<file path="config.mk">
export PLATFORM = sky130hd
export DESIGN_NAME = acc_seq
export DESIGN_NICKNAME = d
export VERILOG_FILES = /design/src/rtl/acc_seq.sv
export SDC_FILE = /design/constraint.sdc
export NUM_CORES = 1
export LEC_CHECK = 0
export CORE_AREA = 8 8 71 73
export DETAILED_ROUTE_END_ITERATION = 10
export DIE_AREA = 0 0 79 81
export GPL_ROUTABILITY_DRIVEN = 0
export SETUP_SLACK_MARGIN = 0.5
export SLEW_MARGIN = 20
export SYNTH_ARGS = -nofsm -noshare
export SYNTH_HDL_FRONTEND = slang
export SYNTH_SLANG_ARGS = --single-unit
</file>
<file path="constraint.sdc">
create_clock -name clk -period 1.7 [get_ports clk]
set_input_delay 0.34 -clock clk [delete_from_list [all_inputs] [get_ports clk]]
set_output_delay 0.34 -clock clk [all_outputs]
set_load 0.05 [all_outputs]
</file>
<file path="src/rtl/acc_seq.sv">
// acc_seq: single-outstanding accumulator sequencer driving an external add/sub stage.
// Build option ACC_SAT_EN: saturate ADD/SUB results on signed overflow.
module acc_seq (
    input  logic       clk,
    input  logic       rst,
    input  logic       cmd_valid,
    output logic       cmd_ready,
    input  logic [2:0] cmd_op,
    input  logic [3:0] cmd_data,
    output logic [3:0] alu_a,
    output logic [3:0] alu_b,
    output logic       alu_cin,
    input  logic [3:0] alu_result,
    input  logic       alu_carry,
    input  logic       alu_overflow,
    input  logic       alu_zero,
    output logic [3:0] acc,
    output logic [3:0] flags,
    output logic       rsp_valid,
    input  logic       rsp_ready
);

    localparam logic [1:0] ST_IDLE = 2'd0;
    localparam logic [1:0] ST_EXEC = 2'd1;
    localparam logic [1:0] ST_RESP = 2'd2;

    localparam logic [2:0] OP_LOAD = 3'b001;
    localparam logic [2:0] OP_ADD  = 3'b010;
    localparam logic [2:0] OP_SUB  = 3'b011;
    localparam logic [2:0] OP_CMP  = 3'b100;
    localparam logic [2:0] OP_CLR  = 3'b101;

    logic [1:0] state_r;
    logic [1:0] state_nxt_s;
    logic [2:0] op_r;
    logic [3:0] data_r;
    logic [3:0] acc_r;
    logic [3:0] flags_r;
    logic [3:0] acc_nxt_s;
    logic [3:0] flags_nxt_s;
    logic       cmd_ready_r;
    logic       rsp_valid_r;
    logic [3:0] alu_b_r;
    logic       alu_cin_r;
    logic       accept_s;
`ifdef ACC_SAT_EN
    logic [3:0] sat_acc_s;
`endif

    function automatic logic [3:0] pack_flags(input logic c, input logic v,
                                              input logic z, input logic n);
        return {c, v, z, n};
    endfunction

    assign cmd_ready = cmd_ready_r;
    assign rsp_valid = rsp_valid_r;
    assign acc       = acc_r;
    assign flags     = flags_r;
    assign alu_a     = acc_r;
    assign alu_b     = alu_b_r;
    assign alu_cin   = alu_cin_r;
    assign accept_s  = cmd_valid & (state_r == ST_IDLE);

    // Next-state logic for the IDLE -> EXEC -> RESP handshake sequence.
    always_comb begin
        state_nxt_s = state_r;
        case (state_r)
            ST_IDLE: begin
                if (cmd_valid) begin
                    state_nxt_s = ST_EXEC;
                end else begin
                    state_nxt_s = ST_IDLE;
                end
            end
            ST_EXEC: state_nxt_s = ST_RESP;
            ST_RESP: begin
                if (rsp_ready) begin
                    state_nxt_s = ST_IDLE;
                end else begin
                    state_nxt_s = ST_RESP;
                end
            end
            default: state_nxt_s = ST_IDLE;
        endcase
    end

    // Accumulator and flag values committed at the edge that ends EXEC.
    always_comb begin
        acc_nxt_s   = acc_r;
        flags_nxt_s = flags_r;
`ifdef ACC_SAT_EN
        sat_acc_s   = alu_result[3] ? 4'b0111 : 4'b1000;
`endif
        case (op_r)
            OP_LOAD: begin
                acc_nxt_s   = data_r;
                flags_nxt_s = pack_flags(1'b0, 1'b0, (data_r == 4'd0), data_r[3]);
            end
            OP_ADD, OP_SUB: begin
`ifdef ACC_SAT_EN
                if (alu_overflow) begin
                    acc_nxt_s   = sat_acc_s;
                    flags_nxt_s = pack_flags(alu_carry, 1'b1, (sat_acc_s == 4'd0), sat_acc_s[3]);
                end else begin
                    acc_nxt_s   = alu_result;
                    flags_nxt_s = pack_flags(alu_carry, alu_overflow, alu_zero, alu_result[3]);
                end
`else
                acc_nxt_s   = alu_result;
                flags_nxt_s = pack_flags(alu_carry, alu_overflow, alu_zero, alu_result[3]);
`endif
            end
            OP_CMP: begin
                flags_nxt_s = pack_flags(alu_carry, alu_overflow, alu_zero, alu_result[3]);
            end
            OP_CLR: begin
                acc_nxt_s   = 4'd0;
                flags_nxt_s = 4'b0010;
            end
            default: begin
                acc_nxt_s   = acc_r;
                flags_nxt_s = flags_r;
            end
        endcase
    end

    // State, latched command, registered handshake/ALU outputs and architectural state.
    always_ff @(posedge clk) begin
        if (rst) begin
            state_r     <= ST_IDLE;
            op_r        <= 3'd0;
            data_r      <= 4'd0;
            acc_r       <= 4'd0;
            flags_r     <= 4'd0;
            cmd_ready_r <= 1'b1;
            rsp_valid_r <= 1'b0;
            alu_b_r     <= 4'd0;
            alu_cin_r   <= 1'b0;
        end else begin
            state_r     <= state_nxt_s;
            cmd_ready_r <= (state_nxt_s == ST_IDLE);
            rsp_valid_r <= (state_nxt_s == ST_RESP);
            // ALU operand/select registers are non-zero only for the single EXEC cycle.
            if (accept_s) begin
                op_r      <= cmd_op;
                data_r    <= cmd_data;
                alu_b_r   <= cmd_data;
                alu_cin_r <= (cmd_op == OP_SUB) || (cmd_op == OP_CMP);
            end else begin
                alu_b_r   <= 4'd0;
                alu_cin_r <= 1'b0;
            end
            if (state_r == ST_EXEC) begin
                acc_r   <= acc_nxt_s;
                flags_r <= flags_nxt_s;
            end else begin
                acc_r   <= acc_r;
                flags_r <= flags_r;
            end
        end
    end

endmodule

</file>
==> impl_metrics.ini <==
[floorplan]
die_w_um = 79
dieArea_um2 = 6400
core_um2 = 3910
io_pins = 37
placementRows = 23
die_h_um = 81
initial_utilization_pct = 26.1

[timing]
setup_viol = 0
fin_skew_ps = 1.54
worst_pin_slew_ps = 239
setup_tns_ps = 0
fin_ws_ps = 342
relSlewSlack_pct = 83.9
rsz0062_at_grt = yes
final_max_slew_viol_count = 0
clock.fmax_mhz = 736
finalCritPeriodShare_pct = 79.9
layout_min_cycle_time_ps = 1360
hold_viol_final = 0

[clock_network]
clkLatencyLatePin_ps = 260
clockBufferDepth = 2
htree_levels = 1
tritoncts = yes
cts_buffers = 3
cts.sinks = 24
path_clk_slew_ps = 80
cts_root_buf = clkbuf_8

[hold_path]
hold_class = register to register

[synthesis]
synth_top_area_share_pct = 47.1
synth_common_cells = 24 x dfxtp_1, 14 x nor2_1, 7 x mux2i_1, 7 x nand2_1
syn_inst = 107
synth_cell_type_count = 27
syn_nets = 125
synthFlopType = dfxtp_1
synth_edf_count = 0
synth.avg_cell_area_um2 = 9.54
synth_largest_area_cell = dfxtp_1
synth_area_leaders = dfxtp_1 47%, mux2i_1 6.9%, nor2_1 5.1%
ys_async_sr_fraction_pct = 0
yosysMostFrequentCell = dfxtp_1
synth-seq-area-share_pct = 47.1
synth_area_um2 = 1020
yosys_warnings = 0
yosys_register_bits = 24

[global_routing]
antenna_found_initial = 0
grt_usage_pct = 8.12
grt_first_pass_wirelength_um = 4190
grt_max_degree = 15
grt-ovfl-total = 0
grt_pass1_vias = 928

[pwr]
power.density_nw_per_um2 = 926
ir_drop_mv = 0.271
p_leak_nw = 0.616

[route]
ant_nets = 0
dr.pass1.iters = 4
wl_per_cell_um = 12.8
viasPerCell = 4.46
drc_errors = 0
drt-initial-drc-count = 32
totalWireLength_um = 2510
vias = 879

[setup_path]
critPathRequiredTime_ps = 1870
crit_arrival_ps = 1530
worstSetupPathType = register to register
endpoint_kind = register
cp_max_fo = 4
r2r-start = data_r[3]$_SDFFE_PP0P_
rr_endpoint = flags[1]$_SDFFE_PP0P_
worstSetupStartpoint = data_r[3]$_SDFFE_PP0P_
r2r.worst_path.cells = 3
critPathCapture = flags[1]$_SDFFE_PP0P_
startpoint_type = register
rrSetupSlack_ps = 340

[place]
place_area_um2 = 1390
port_buffers = 36
hpwl_um = 2000
dpl.cell_count = 191
dp_slack_ps = 32.2

[outcome]
status = finished clean

[final_layout]
post-route-cell-area_um2 = 1490
finalNonFillerCells = 197
nNetsFinal = 166
drive_above_1_share_pct = 33.3
syn2layout_area_growth_pct = 45.7
post-route-util_pct = 38.0
antenna_cells = 0

[job]
max-cap-violations = 0
-- routing by layer --
| layer | GRT usage, % | up-vias | wire [um] |
|---|---|---|---|
| met2 | 15.2 | 29 | 1260 |
| met4 | 4.44 | 0 | 47 |
| met5 | 0 | - | 0 |
| met1 | 8.23 | 400 | 1050 |
| met3 | 1.77 | 4 | 156 |
| li1 | - | 446 | - |
-- cell type report --
type                       count  area, um2
sequential                    24        489
tap                           50       62.6
clock inverter                 1       30.0
timing repair buffer          43        368
inverter                       4       15.0
multi-input combinational     72        482
clock buffer                   3       41.3
fill                         429       2430
-- cell usage in the layout, fill, tap and decap left out, types with 3 or more instances in the layout --
master	netlist	layout
a221oi_1	3	3
nand3_1	6	6
buf_4	5	25
clkbuf_8	2	3
mux2i_1	7	7
dfxtp_2	0	7
and2_1	5	5
clkdlybuf4s50_1	0	16
nand2_1	7	7
inv_1	4	4
dfxtp_1	24	17
nor2_1	14	14
a21oi_1	6	6
-- critical path, cell delays in order (launching register included) --
cell,delay [ps]
dfxtp_1,350
or4_1,520
and3_1,190
o41ai_2,200
-- cells by family (layout without fill, tap and decap cells) --
| logic type | Yosys count | in the layout | synth area share (%) |
|---|---|---|---|
| AOI/OAI and AO/OA | 16 | 16 | 12.0 |
| buffers and inverters | 11 | 51 | 7.84 |
| muxes | 7 | 7 | 6.86 |
| and+or+nand+nor | 49 | 49 | 26.2 |
| DFF | 24 | 24 | 47.1 |
-- state kept, by name, summed over array words and instances (netlist names) --
name	flops
acc	4
alu_b	4
alu_cin	1
cmd_ready	1
data_r	4
flags	4
op_r	3
rsp_valid	1
state_r	2
-- how the worst min path moves through the flow --
stage	startpoint	end	slack, ps	cells after the start
after floorplan	data_r[2]$_SDFFE_PP0P_	acc[2]$_SDFFE_PP0P_	450	2
after global placement	flags[2]$_SDFFE_PP0P_	flags[2]$_SDFFE_PP0P_	440	2
after detailed placement	flags[3]$_SDFFE_PP0P_	flags[3]$_SDFFE_PP0P_	450	2
after CTS	flags[3]$_SDFFE_PP0P_	flags[3]$_SDFFE_PP0P_	460	2
after global routing	acc[3]$_SDFFE_PP0P_	acc[3]$_SDFFE_PP0P_	490	2
final	flags[3]$_SDFFE_PP0P_	flags[3]$_SDFFE_PP0P_	460	2
-- per-stage QoR --
step	hold slack, ps	total power [mW]
global route	489	1.45
CTS	464	1.39
detailed placement	450	0.886
floorplan	454	0.792
finish	458	1.38
global placement	441	0.882
-- power breakdown --
group | internal, mW | switching [mW] | leakage, nW
logic | 0.127 | 0.141 | 0.381
clock network | 0.315 | 0.180 | 0.0357
registers | 0.592 | 0.0236 | 0.199
total | 1.03 | 0.344 | 0.616
-- repair_timing --
item	in CTS	in global routing
cloned	0	0
resized for setup	3	2
hold buffers	0	0
pin swaps	1	0
setup endpoints to repair	22	17
buffers inserted	0	2
No activity file was read; power rests on OpenSTA's default activity.
